**src/rtl/pipe_hazard_ctrl.sv**
```systemverilog
// Hazard unit for the 5-stage RV32 pipeline: operand forwarding, load-use stalls,
// redirect flushes and a freeze while the data memory is busy, with event counters.
module pipe_hazard_ctrl #(
  parameter int unsigned MEM_TIMEOUT = 64,
  parameter int unsigned CNT_W       = 16
) (
  input  logic             clk,
  input  logic             reset,
  input  logic [31:0]      if_id_instr,
  input  logic [4:0]       id_ex_rs1,
  input  logic [4:0]       id_ex_rs2,
  input  logic [4:0]       id_ex_rd,
  input  logic             id_ex_memread,
  input  logic             ex_taken,
  input  logic [4:0]       ex_mem_rd,
  input  logic             ex_mem_regwr,
  input  logic             ex_mem_memacc,
  input  logic [4:0]       mem_wb_rd,
  input  logic             mem_wb_regwr,
  input  logic             dmem_ready,
  output logic             pc_write,
  output logic             if_id_write,
  output logic             if_id_flush,
  output logic             id_ex_write,
  output logic             id_ex_flush,
  output logic             ex_mem_write,
  output logic             mem_wb_flush,
  output logic [1:0]       fwd_a,
  output logic [1:0]       fwd_b,
  output logic             mem_err,
  output logic [CNT_W-1:0] stall_cnt,
  output logic [CNT_W-1:0] flush_cnt,
  output logic [CNT_W-1:0] wait_cnt
);

  localparam int unsigned TimerW = (MEM_TIMEOUT > 1) ? $clog2(MEM_TIMEOUT) : 1;
  localparam logic [TimerW-1:0] TimerLast = TimerW'(MEM_TIMEOUT - 1);

  typedef enum logic {StRun, StMemWait} state_e;

  state_e            state_q, state_d;
  logic [TimerW-1:0] timer_q, timer_d;
  logic              mem_err_q, mem_err_d;
  logic [CNT_W-1:0]  stall_cnt_q, flush_cnt_q, wait_cnt_q;

  logic [4:0] if_rs1, if_rs2;
  logic       in_wait, mem_entry, freeze, load_use, redirect, stall, timeout;
  logic       unused_instr;

  assign if_rs1       = if_id_instr[19:15];
  assign if_rs2       = if_id_instr[24:20];
  assign unused_instr = ^{if_id_instr[31:25], if_id_instr[14:0]};

  function automatic logic [CNT_W-1:0] sat_inc(input logic [CNT_W-1:0] v);
    return (&v) ? v : v + CNT_W'(1);
  endfunction

  // EX/MEM result is younger than MEM/WB, so it takes precedence.
  function automatic logic [1:0] fwd_sel(input logic [4:0] rs);
    if (ex_mem_regwr && (ex_mem_rd != 5'd0) && (ex_mem_rd == rs)) return 2'b10;
    if (mem_wb_regwr && (mem_wb_rd != 5'd0) && (mem_wb_rd == rs)) return 2'b01;
    return 2'b00;
  endfunction

  always_comb begin
    in_wait   = (state_q == StMemWait);
    mem_entry = !in_wait && ex_mem_memacc && !dmem_ready;
    freeze    = in_wait || mem_entry;
    load_use  = id_ex_memread && (id_ex_rd != 5'd0) &&
                ((id_ex_rd == if_rs1) || (id_ex_rd == if_rs2));
    redirect  = !freeze && ex_taken;
    stall     = !freeze && !ex_taken && load_use;
    timeout   = in_wait && !dmem_ready && (timer_q == TimerLast);
  end

  always_comb begin
    state_d   = state_q;
    timer_d   = '0;
    mem_err_d = mem_err_q || timeout;
    case (state_q)
      StRun: begin
        if (mem_entry) state_d = StMemWait;
      end
      StMemWait: begin
        if (dmem_ready || timeout) state_d = StRun;
        else timer_d = timer_q + TimerW'(1);
      end
      default: state_d = StRun;
    endcase
  end

  always_ff @(posedge clk) begin
    if (reset) begin
      state_q     <= StRun;
      timer_q     <= '0;
      mem_err_q   <= 1'b0;
      stall_cnt_q <= '0;
      flush_cnt_q <= '0;
      wait_cnt_q  <= '0;
    end else begin
      state_q   <= state_d;
      timer_q   <= timer_d;
      mem_err_q <= mem_err_d;
      if (stall)    stall_cnt_q <= sat_inc(stall_cnt_q);
      if (redirect) flush_cnt_q <= sat_inc(flush_cnt_q);
      if (in_wait)  wait_cnt_q  <= sat_inc(wait_cnt_q);
    end
  end

  always_comb begin
    pc_write     = 1'b1;
    if_id_write  = 1'b1;
    if_id_flush  = 1'b0;
    id_ex_write  = 1'b1;
    id_ex_flush  = 1'b0;
    ex_mem_write = 1'b1;
    mem_wb_flush = 1'b0;
    if (reset) begin
      if_id_flush  = 1'b1;
      id_ex_flush  = 1'b1;
      mem_wb_flush = 1'b1;
    end else if (freeze) begin
      // Hold everything upstream of MEM; only the WB slot drains as a bubble.
      pc_write     = 1'b0;
      if_id_write  = 1'b0;
      id_ex_write  = 1'b0;
      ex_mem_write = 1'b0;
      mem_wb_flush = 1'b1;
    end else if (redirect) begin
      if_id_flush = 1'b1;
      id_ex_flush = 1'b1;
    end else if (stall) begin
      pc_write    = 1'b0;
      if_id_write = 1'b0;
      id_ex_flush = 1'b1;
    end
  end

  assign fwd_a     = reset ? 2'b00 : fwd_sel(id_ex_rs1);
  assign fwd_b     = reset ? 2'b00 : fwd_sel(id_ex_rs2);
  assign mem_err   = mem_err_q;
  assign stall_cnt = stall_cnt_q;
  assign flush_cnt = flush_cnt_q;
  assign wait_cnt  = wait_cnt_q;

endmodule

```
**config.mk**
```make
export PLATFORM = sky130hd
export DESIGN_NAME = pipe_hazard_ctrl
export DESIGN_NICKNAME = d
export VERILOG_FILES = /design/src/rtl/pipe_hazard_ctrl.sv
export SDC_FILE = /design/constraint.sdc
export NUM_CORES = 1
export LEC_CHECK = 0
export BUFFER_PORTS_ARGS = -buffer_cell sky130_fd_sc_hd__buf_4
export CAP_MARGIN = 25
export CORE_ASPECT_RATIO = 0.75
export CORE_UTILIZATION = 30
export CTS_BUF_LIST = sky130_fd_sc_hd__clkbuf_4 sky130_fd_sc_hd__clkbuf_8 sky130_fd_sc_hd__clkbuf_16
export DETAILED_ROUTE_END_ITERATION = 10
export PLACE_DENSITY = 0.6
export SLEW_MARGIN = 25
export SYNTH_ARGS = -nofsm -noshare
export SYNTH_HDL_FRONTEND = slang
export SYNTH_SLANG_ARGS = --single-unit
export TNS_END_PERCENT = 1
```
**constraint.sdc**
```tcl
create_clock -name clk -period 2.8 [get_ports clk]
set_input_delay 0.14 -clock clk [delete_from_list [all_inputs] [get_ports clk]]
set_output_delay 0.14 -clock clk [all_outputs]
set_load 0.03 [all_outputs]
```
==> results of run 1 <==
[layer usage]
| metal | GRT usage | routed length, um | vias to the layer above |
|---|---|---|---|
| met1 | 0.2191 | 4131 | 1437 |
| met3 | 0.03483 | 558 | 7 |
| met4 | 0.03395 | 67 | 0 |
| met2 | 0.2269 | 3542 | 93 |
| met5 | 0 | 0 | - |
| li1 | - | - | 1605 |
[sequential cells by signal, summed over array words and instances, names as in the netlist]
| signal | cells |
|---|---|
| timer_q | 6 |
| stall_cnt | 16 |
| flush_cnt | 16 |
| wait_cnt | 16 |
| in_wait | 1 |
| mem_err | 1 |
[report_power, final]
part	internal, uW	switching (uW)	leakage, uW
Combinational	95.0	120	0.00107
Clock	421	292	0.0000798
Sequential	801	7.07	0.000452
Total	1320	419	0.00160
[cells in the final DEF (no fill, tap or decap), drive strengths merged, types with 16 or more instances in the layout]
cell type    n
a21oi       17
nor2        47
nand3       23
nand4       16
xnor2       32
xor2        25
nor4        17
nor3        18
dfxtp       56
buf        106
nand2       24
[critical path: stages (launching register included)]
cell	delay, ns
dfxtp_1	0.35
nor4b_4	0.48
nand2_1	0.15
or2_2	0.32
a21o_1	0.20
buf_4	0.17
[final timing paths]
check                               to                   from  depth (start not counted)
max                           pc_write     in_wait$_SDFF_PP0_                          5
min                 in_wait$_SDFF_PP0_             dmem_ready                          2
max reg2reg  stall_cnt[8]$_SDFFE_PP0P_     in_wait$_SDFF_PP0_                          4
min reg2reg      timer_q[0]$_SDFF_PP0_  timer_q[0]$_SDFF_PP0_                          1
[cells by family after synthesis]
logic type               after synthesis  share of synthesized area
AND/OR/NAND/NOR                      194                     0.3380
XOR/XNOR                              57                     0.1541
flip-flops                            56                     0.3461
AO/OA/AOI/OAI                         49                    0.09618
buffers and inverters                 24                    0.03360
multiplexers                           5                    0.01661
adder cells (fa/ha/maj)                4                    0.01545
[cell type report]
type                            count  area [um2]  area share
Multi-Input combinational cell    309        2009      0.4679
Sequential cell                    56        1121      0.2611
Timing Repair Buffer              106       795.8      0.1853
Tap cell                          136       170.2     0.03963
Clock buffer                        5       125.1     0.02914
Clock inverter                      3       42.54    0.009907
Inverter                            8       30.03    0.006993
[stage by stage]
step | total power, uW | worst slack, ns | hold slack [ns] | instance area [um2] | cells
2_1_floorplan | 945.2 | 0.6046 | 0.2297 | 3239 | 389
3_3_place_gp | 1038 | 0.7797 | 0.3583 | 4126 | 615
3_5_place_dp | 1043 | 0.7540 | 0.3604 | 4126 | 615
4_1_cts | 1765 | 0.6458 | 0.04302 | 4294 | 623
6_report | 1736 | 0.6971 | 0.05565 | 4294 | 623
5_1_grt | 1816 | 0.5737 | 0.04161 | 4294 | 623
==> run summary, run 1 <==
The total standard cell area after synthesis came out at roughly 0.0032 mm2. The routed design could run at a clock period as short as around 2.1 ns. In this run, post-CTS hold repair placed 0 buffers. In the final layout, the share of cells above drive strength 1 is 0.2669. The core footprint came out at ~0.010 mm2. The number of warnings reported in the yosys synthesis log is 0. The tree is rooted in a clkbuf_16. For this run, the leading register cell type out of synthesis is dfxtp_1. The largest voltage drop on the vdd net is 0.2329 mV. The final setup TNS came out at 0 ns. The number of global-route vias before repair is between 2,000 and 3,000. The number of DRC violations after detailed routing is 0. The die boundary width is between 100 and 150 um.

TritonCTS built the clock tree. The clock-pin slew on the worst setup and hold paths came out at around 0.07 ns. The vertical die dimension came out at 91.99 um. After detailed routing, the total wire length is between 8 and 9 mm. By count the netlist is led by dfxtp_1, nor2_1, xnor2_1. The worst setup path is of the flip-flop to output port kind. The most common cell in the synthesized netlist is dfxtp_1. The top cell type's share of synthesized area is 0.3461. The min-delay analysis places its worst path in the category input port to flip-flop. The wire length of the first global-routing pass is between 10 and 15 mm. The analysis attributes to cell leakage a power of about 0.0016 uW.

The cell count after synthesis came out at between 300 and 400. The largest fanout of any net on the critical path is 6. The clock insertion delay at the later pin of the skew report came out at between 0.2 and 0.3 ns. For this configuration, the core starts out at a cell density of 0.3112.

The H-tree depth reported by CTS came out at 2. The ratio of total power to cell area is around 400 mW/mm2. The number of max-slew violations in the final report is 0. The die area came out at 0.01122 mm2. The count of buffers added by post-CTS timing repair for setup is 0. Setup repair after global routing left no endpoint under its margin. The aggregate global-route resource usage is 0.1521. In the routed layout, each cell is associated on average with a via count of slightly above 5. The clock tree skew after final layout came out at ~0.006 ns. The data arrival at the endpoint of the critical path came out at between 1.5 and 2 ns.

The number of iterations in the first detailed-routing pass is 4. A synthesized cell averages between 8 and 9 um2. The flop and latch count out of synthesis came out at 56. The achievable frequency came out at around 0.48 GHz.

Of the available clock period, the critical path in the final layout requires 0.7510. The sequential cell area fraction in the yosys report is 0.3461. Clock tree synthesis found a total of 56 sinks. The initial antenna violation count is 0. The number of fill cells in the layout came out at 1,056. The number of hold violations in the final report came out at 0. The global placement routability congestion is 0.7826. The slew of the pin with the lowest slew margin is around 1 ns. The count of inserted antenna diode cells came out at 0.

The count of flip-flops with a built-in enable after synthesis is 0. The net count after synthesis is around 460. The post-cts sizing count is 0. Counting flops with an async set or reset pin after synthesis yields a share of 0. The area added between synthesis and finish came out at 32.56%.

The number of nets at the end of the flow came out at about 560. The setup violation total in the final timing report is 0. Once detail routing completed, the nets flagged for antenna violations numbered 0.

The total of buffers placed on input and output ports is approximately 100. dfxtp_1 takes more of the synthesized area than any other cell. Across the run, the number of max-cap violations was 0. The startpoint class of the critical path is a flip-flop. The run finished with clean final reports. Measured on the finished design, the core utilization comes to 0.4125. The setup check on the worst reg-to-reg path leaves a slack of approximately 0.75 ns.

The worst setup path is captured at an output port. By area the synthesized netlist is led by dfxtp_1, xnor2_1, xor2_1. The number of top-level pins is roughly 130. The row count is 32. Entering global routing, the biggest net connects 56 pins. The data required time of the worst path came out at 2.66 ns. The average wire per cell in the routed design came out at 13.32 um. For this block, the via count after detailed routing is about 3,100. The maximum buffer depth of the clock tree came out at 2. The total CTS buffers came out at 5. The post-synthesis cell type count came out at 54.

After global routing the overflow that remains totals 0. The estimated wirelength of the detail-placed design is around 6.2 mm. For this block, the initial DRC count from the detailed router was between 100 and 150. The max-slew headroom at the worst pin came out at 0.3318.
No activity file was read; power rests on OpenSTA's default activity.
==> inputs of run 2 (changes only) <==
==> constraint.sdc (replaced) <==
create_clock -name clk -period 2.1 [get_ports clk]
set_input_delay 0.105 -clock clk [delete_from_list [all_inputs] [get_ports clk]]
set_output_delay 0.105 -clock clk [all_outputs]
set_load 0.03 [all_outputs]
==> run 2 against run 1 <==
Effect of this change:
- critical path type unchanged
- clock-buffer cell count rose by 1
- sequential power rose by 34%
- core utilization rose by 0.97 points
- global-route usage rose by 0.34 points
- via count rose by 1.5%
- clock skew fell by 0.0033 ns
- sequential cell count did not move
- combinational power rose by 40%
==> run summary, run 2 (synthesis results as in run 1) <==
The startpoint class of the critical path was a flip-flop (unchanged). Setup repair after global routing missed its margin: false (unchanged). The most common cell after layout, fill and taps aside is buf_4 (unchanged).

The via count of the routed design came out at 3,188 (was 3,142). The clock tree skew after final layout came out at 0.002811 ns (was 0.006067 ns). The clock-pin slew on the worst setup and hold paths was 0.07 ns (about the same). The count of buffers added by post-CTS timing repair for setup was 0 (unchanged). The post-cts sizing count came out at 0 (unchanged).

The combinational share of power is 0.128 (was 0.124). The area added between synthesis and finish is 35.69% (was 32.56%). The average wire per cell in the routed design came out at 13.25 um (was 13.32 um). The overall overflow remaining after global route is 0 (unchanged).

The number of nets at the end of the flow came out at 565 (was 555). The number of hold-repair buffers added at the cts stage came out at 0 (unchanged). The initial antenna violation count came out at 0 (unchanged). The register share of total power is 0.460 (was 0.465).

The count of cells along the worst hold path is 2 (unchanged). The fraction of layout cells with a size suffix above 1 is 0.2837 (was 0.2669). The final wirelength is 8.386 mm (was 8.300 mm). The max-slew headroom at the worst pin is 0.6362 (was 0.3318). The total CTS buffers is 5 (unchanged). The number of max-slew violations in the final report came out at 0 (unchanged). In the finished design, the share of the clock period the worst path needs comes to 0.9401. The setup violation total in the final timing report is 0 (unchanged). The die area is 0.01122 mm2 (unchanged).

The clock tree from TritonCTS is done (unchanged). The number of DRC violations after detailed routing is 0 (unchanged). The violation count after the first detailed-routing iteration was 235 (was 145). The kind of capture point of the worst setup path is an output port (unchanged). The data required time of the worst path came out at 2.00 ns (was 2.66 ns). The depth of the most critical reg-to-reg path came out at 6 (was 4). The largest fanout of any net on the critical path is 4 (was 6). The clock insertion delay at the later pin of the skew report is 0.29 ns (about the same). The switching share of power came out at 0.2384 (was 0.2414).

The slew of the pin with the lowest slew margin is 0.5407 ns (was 1.002 ns). The ratio of total power to cell area is 531.9 mW/mm2 (was 404.2 mW/mm2). The number of global-route vias before repair is 2,918 (was 2,860). The maximum buffer depth of the clock tree came to 2 (unchanged). The total of buffers placed on input and output ports came to 102 (unchanged). The global placement routability congestion came to 0.7964 (was 0.7826). The number of fill cells in the layout came out at 1,049 (was 1,056). Commonest non-fill, non-tap cells in the layout: buf_4, dfxtp_1, nor2_1, xnor2_1, xor2_1 (unchanged). The number of hold violations in the final report was 0 (unchanged). Result of the run: finished, final reports clean (unchanged). The maximum number of pins on one net before global-route repair came out at 32 (was 56).

The row count is 32 (unchanged). The number of top-level pins was 125 (unchanged). The wire length of the first global-routing pass is 14.04 mm (was 13.78 mm). The number of max-capacitance violations reported came out at 0 (unchanged).

The aggregate global-route resource usage came out at 0.1555 (was 0.1521). The final cell utilization of the core is 0.4222 (was 0.4125). The clock root buffer is clkbuf_16 (unchanged). The achievable frequency came out at between 0.5 and 0.6 GHz. The count of inserted antenna diode cells is 0 (unchanged).

The type of the worst setup path is flip-flop to output port (unchanged). The clock sink count came out at 56 (unchanged). The worst hold-check slack is 0.02429 ns (was 0.05565 ns).

The post-layout minimum cycle time is 1.974 ns. The proportion of power drawn by the clock network is 0.411 (about the same). The leakage power came out at 0.001665 uW (was 0.001602 uW). The path category of the worst min-delay check is input port to flip-flop (unchanged). The data arrival at the endpoint of the critical path is 1.87 ns (was 1.96 ns). The effective utilization at floorplan was 0.3112 (unchanged). The number of placed instances, taps included is 625 (was 615). The H-tree depth reported by CTS came to 2 (unchanged).

The post-detailed-route via-to-cell ratio is 5.036 (was 5.043). The internal reg-to-reg setup slack is 0.21 ns (was 0.75 ns). The final standard cell count with taps included and fillers excluded came out at 633 (was 623). The power spent charging and discharging nets came out at 557.4 uW (was 419.0 uW). The number of iterations in the first detailed-routing pass came to 4 (unchanged). The vertical die dimension came out at 91.99 um (unchanged). The die boundary width came out at 122.0 um (unchanged). The internal power came out at 1781 uW (was 1317 uW). The estimated wirelength of the detail-placed design is 6.435 mm (was 6.236 mm). The residual antenna-violating net count after detailed routing was 0 (unchanged). The core footprint is 0.01041 mm2 (unchanged). The total power consumption of the routed design is 2338 uW (was 1736 uW). The largest voltage drop on the vdd net is 0.2873 mV (was 0.2329 mV).
[run 2: cell types whose count changed in the layout (fill, tap and decap cells not counted)]
cell and delta:
clkinvlp_4 -1, nor4_2 +1, nor4_1 -1, nand3_4 +1
clkbuf_4 +1, buf_12 +1, nand3_2 -1, buf_4 +9
[run 2: layout make-up]
cell class	count	area (um2)	share of cell area
multi-input cells	309	2023	0.4603
clock inverters	2	35.03	0.007970
repair buffers	116	883.3	0.2010
inverters	8	30.03	0.006832
flip-flops and latches	56	1121	0.2551
clock buffers	6	132.6	0.03017
well taps	136	170.2	0.03871
[run 2: power by group through the flow]
stage	clock network (uW)	registers [uW]	logic [uW]
after global routing	1040	1080	327
after CTS	1000	1080	301
after detailed placement	0	1100	301
after floorplan	0	1110	150
final	961	1080	300
after global placement	0	1100	295
[run 2: metal layers]
metal	track usage	part of all wire	vias up
met4	0.03704	0.0098	0
met3	0.03856	0.066	10
met5	0	0	-
met2	0.2288	0.43	99
met1	0.2239	0.50	1459
li1	-	-	1620
[run 2: path summary, 6_finish.rpt]
kind	start	to
setup / recovery	in_wait$_SDFF_PP0_	pc_write
hold / removal	dmem_ready	in_wait$_SDFF_PP0_
setup reg to reg	stall_cnt[0]$_SDFFE_PP0P_	stall_cnt[11]$_SDFFE_PP0P_
hold reg to reg	timer_q[0]$_SDFF_PP0_	timer_q[0]$_SDFF_PP0_
[run 2: stage by stage]
stage,setup TNS (ns),area (um2),setup WS (ns)
after global placement,0,4220,0.1631
after detailed placement,0,4220,0.1234
after floorplan,-0.02540,3246,-0.02540
final,0,4395,0.1259
after CTS,0,4388,0.1102
after global routing,0,4395,0.009118
[run 2: critical path, stage by stage (launching register included)]
cell and delay [ns]:
dfxtp_1 0.35, nor4b_4 0.40, nand2_1 0.14, or2_2 0.32, a21o_1 0.20, buf_4 0.16
==> inputs of run 3 (changes only) <==
--- a/config.mk
+++ b/config.mk
@@ -12,8 +12,8 @@
 export CTS_BUF_LIST = sky130_fd_sc_hd__clkbuf_4 sky130_fd_sc_hd__clkbuf_8 sky130_fd_sc_hd__clkbuf_16
 export DETAILED_ROUTE_END_ITERATION = 10
 export PLACE_DENSITY = 0.6
+export RECOVER_POWER = 100
 export SLEW_MARGIN = 25
 export SYNTH_ARGS = -nofsm -noshare
 export SYNTH_HDL_FRONTEND = slang
 export SYNTH_SLANG_ARGS = --single-unit
-export TNS_END_PERCENT = 1
==> run 3 against run 2 <==
Effect of this change:
- clock skew rose by 0.0026 ns
- sequential share of layout area increased by 1.6 points
- setup slack gained 0.024 ns
- die area unchanged
- sequential power hardly changed
- core utilization decreased by 2.4 points
- non-clock buffer count did not move
- sequential cell count stayed put
- fmax is 1.2% higher
- via count grew 0.25%
- clock power fell by 14%
- register-to-register slack about the same
- largest power group unchanged
- highest routed layer unchanged
==> run summary, run 3 (synthesis results as in run 1) <==
Result of the run: finished, final reports clean (unchanged). The number of hold violations in the final report was 0 (unchanged). The number of fill cells in the layout came out at 1,107 (was 1,049). The number of placed instances, taps included is 623 (was 625). The setup slack after placement came out at 0.1203 ns (was 0.1234 ns). The number of DRC violations after detailed routing came out at 0 (unchanged). The post-detailed-route via-to-cell ratio came out at 5.057 (was 5.036).

The number of nets at the end of the flow is 565 (unchanged). The origin of the critical flop-to-flop path is stall_cnt[0]$_SDFFE_PP0P_ (unchanged). The count of inserted antenna diode cells came to 0 (unchanged). The internal reg-to-reg setup slack was 0.20 ns (was 0.21 ns). The global placement routability congestion came out at 0.7879 (was 0.7964). The startpoint class of the critical path is a flip-flop (unchanged). The footprint of the flip-flops and latches is 0.001122 mm2 (was 0.001121 mm2). The via count of the routed design is 3,196 (was 3,188). The final design instance area without fill is 0.004141 mm2 (was 0.004395 mm2). The number of global-route vias before repair is 2,924 (was 2,918). The type of the worst setup path is flip-flop to output port (unchanged).

The placed standard-cell area is 0.004199 mm2 (was 0.004220 mm2). The part of the cycle the worst path needs came out at 0.9287 (was 0.9401). The vertical die dimension is 91.99 um (unchanged). The core footprint is 0.01041 mm2 (unchanged). The largest fanout of any net on the critical path came out at 5 (was 4). The most common cell after layout, fill and taps aside is clkbuf_1 (was buf_4).

The aggregate global-route resource usage is 0.1509 (was 0.1555). Setup repair after global routing missed its margin: false (unchanged). The clock tree from TritonCTS was done (unchanged).

The row count was 32 (unchanged). The post-layout minimum cycle time is 1.950 ns (was 1.974 ns). The slew of the pin with the lowest slew margin came out at 0.5723 ns (was 0.5407 ns). The count of cells along the worst hold path was 2 (unchanged).

The die boundary width is 122.0 um (unchanged). The path category of the worst min-delay check was input port to flip-flop (unchanged). The die area is 0.01122 mm2 (unchanged). The clock tree skew after final layout is 0.005371 ns (was 0.002811 ns). The ratio of total power to cell area is 527.9 mW/mm2 (was 531.9 mW/mm2).

The wire length of the first global-routing pass is 13.71 mm (was 14.04 mm). The final standard cell count with taps included and fillers excluded was 632 (was 633). The initial antenna violation count was 0 (unchanged). The effective utilization at floorplan came out at 0.3112 (unchanged). The final wirelength is 8.457 mm (was 8.386 mm). The area added between synthesis and finish came out at 27.85% (was 35.69%).

The kind of capture point of the worst setup path was an output port (unchanged). The overall overflow remaining after global route is 0 (unchanged). The number of hold-repair buffers added at the cts stage is 0 (unchanged). The maximum buffer depth of the clock tree is 2 (unchanged). The area of combinational cells with multiple inputs came out at 0.002032 mm2 (was 0.002023 mm2). Commonest non-fill, non-tap cells in the layout: clkbuf_1, dfxtp_1, buf_4, nor2_1, xnor2_1 (was buf_4, dfxtp_1, nor2_1, xnor2_1, xor2_1). The average wire per cell in the routed design came out at 13.38 um (was 13.25 um). The total CTS buffers came to 5 (unchanged). The data required time of the worst path came out at 2.00 ns (about the same). The data arrival at the endpoint of the critical path came out at 1.85 ns (was 1.87 ns). The largest voltage drop on the vdd net came out at 0.2891 mV (was 0.2873 mV). The violation count after the first detailed-routing iteration is 145 (was 235).

The clock insertion delay at the later pin of the skew report came to 0.29 ns (about the same). The number of max-capacitance violations reported is 0 (unchanged). The post-layout worst setup margin is 0.1496 ns (was 0.1259 ns). The final setup TNS is 0 ns (unchanged). The startpoint of the most critical hold path is dmem_ready (unchanged). The H-tree depth reported by CTS came out at 2 (unchanged). The number of max-slew violations in the final report came out at 0 (unchanged). The clock-pin slew on the worst setup and hold paths is 0.07 ns (about the same). The critical register-to-register path endpoint was stall_cnt[15]$_SDFFE_PP0P_ (was stall_cnt[11]$_SDFFE_PP0P_). The setup violation total in the final timing report was 0 (unchanged). The maximum number of pins on one net before global-route repair came to 56 (was 32). The clock root buffer is clkbuf_16 (unchanged). The estimated wirelength of the detail-placed design came out at 6.354 mm (was 6.435 mm).

The depth of the most critical reg-to-reg path is 6 (unchanged). The fraction of layout cells with a size suffix above 1 is 0.1714 (was 0.2837). The total of buffers placed on input and output ports is 102 (unchanged). The achievable frequency was 0.5127 GHz (was 0.5066 GHz). The number of iterations in the first detailed-routing pass came out at 4 (unchanged). The total power consumption of the routed design is 2186 uW (was 2338 uW). The number of top-level pins is 125 (unchanged). The max-slew headroom at the worst pin is 0.6185 (was 0.6362). The residual antenna-violating net count after detailed routing is 0 (unchanged). The clock sink count was 56 (unchanged). The leakage power came out at 0.001397 uW (was 0.001665 uW). The destination of the worst hold path was in_wait$_SDFF_PP0_ (unchanged).
==> run 3: worst max-delay path by stage <==
stage                                         start                    endpoint  depth (start not counted)
after floorplan           stall_cnt[3]$_SDFFE_PP0P_  stall_cnt[11]$_SDFFE_PP0P_                          5
after global placement                  id_ex_rd[2]  stall_cnt[11]$_SDFFE_PP0P_                          7
after detailed placement                id_ex_rd[2]   stall_cnt[9]$_SDFFE_PP0P_                          7
after CTS                        in_wait$_SDFF_PP0_                 if_id_write                          6
after global routing             in_wait$_SDFF_PP0_                 if_id_write                          6
final                            in_wait$_SDFF_PP0_                 if_id_write                          6
==> run 3: per-stage QoR <==
step | utilization | hold slack, ns
floorplan | - | 0.1947
global placement | 0.4034 | 0.3227
detailed placement | 0.4034 | 0.3317
CTS | 0.4166 | 0.01443
global route | 0.3978 | 0.02487
finish | 0.3978 | 0.02136
==> run 3: timing repair <==
action / CTS / global route
pin swaps: 1 / 1
resized for setup: 0 / 4
buffers inserted: 0 / 1
endpoints found under the setup margin: 2 / 5
gates cloned: 0 / 0
endpoints found under the hold margin: 0 / 0
==> run 3: cell type report <==
class | instances | share of cell area
clock buffer | 5 | 0.03021
timing repair buffer | 116 | 0.1568
sequential | 56 | 0.2710
multi-input combinational | 309 | 0.4906
clock inverter | 2 | 0.003021
inverter | 8 | 0.007251
tap | 136 | 0.04109
==> run 3: layer usage <==
| layer | routed length (um) | track usage |
|---|---|---|
| met1 | 4166 | 0.2030 |
| met2 | 3697 | 0.2420 |
| met3 | 552 | 0.03918 |
| met4 | 40 | 0.02778 |
| met5 | 0 | 0 |
==> run 3: worst max-delay path: stages (launching register included) <==
cell and delay (ns):
dfxtp_2 0.35, nor4b_4 0.31, buf_4 0.18, nand2_1 0.08, or2_4 0.26, a21o_1 0.19
clkbuf_4 0.18
==> run 3: power breakdown <==
| part | leakage, uW | switching (uW) | internal (uW) |
|---|---|---|---|
| clock | 0.0000657 | 388 | 435 |
| sequential | 0.000452 | 9.69 | 1070 |
| combinational | 0.000880 | 162 | 125 |
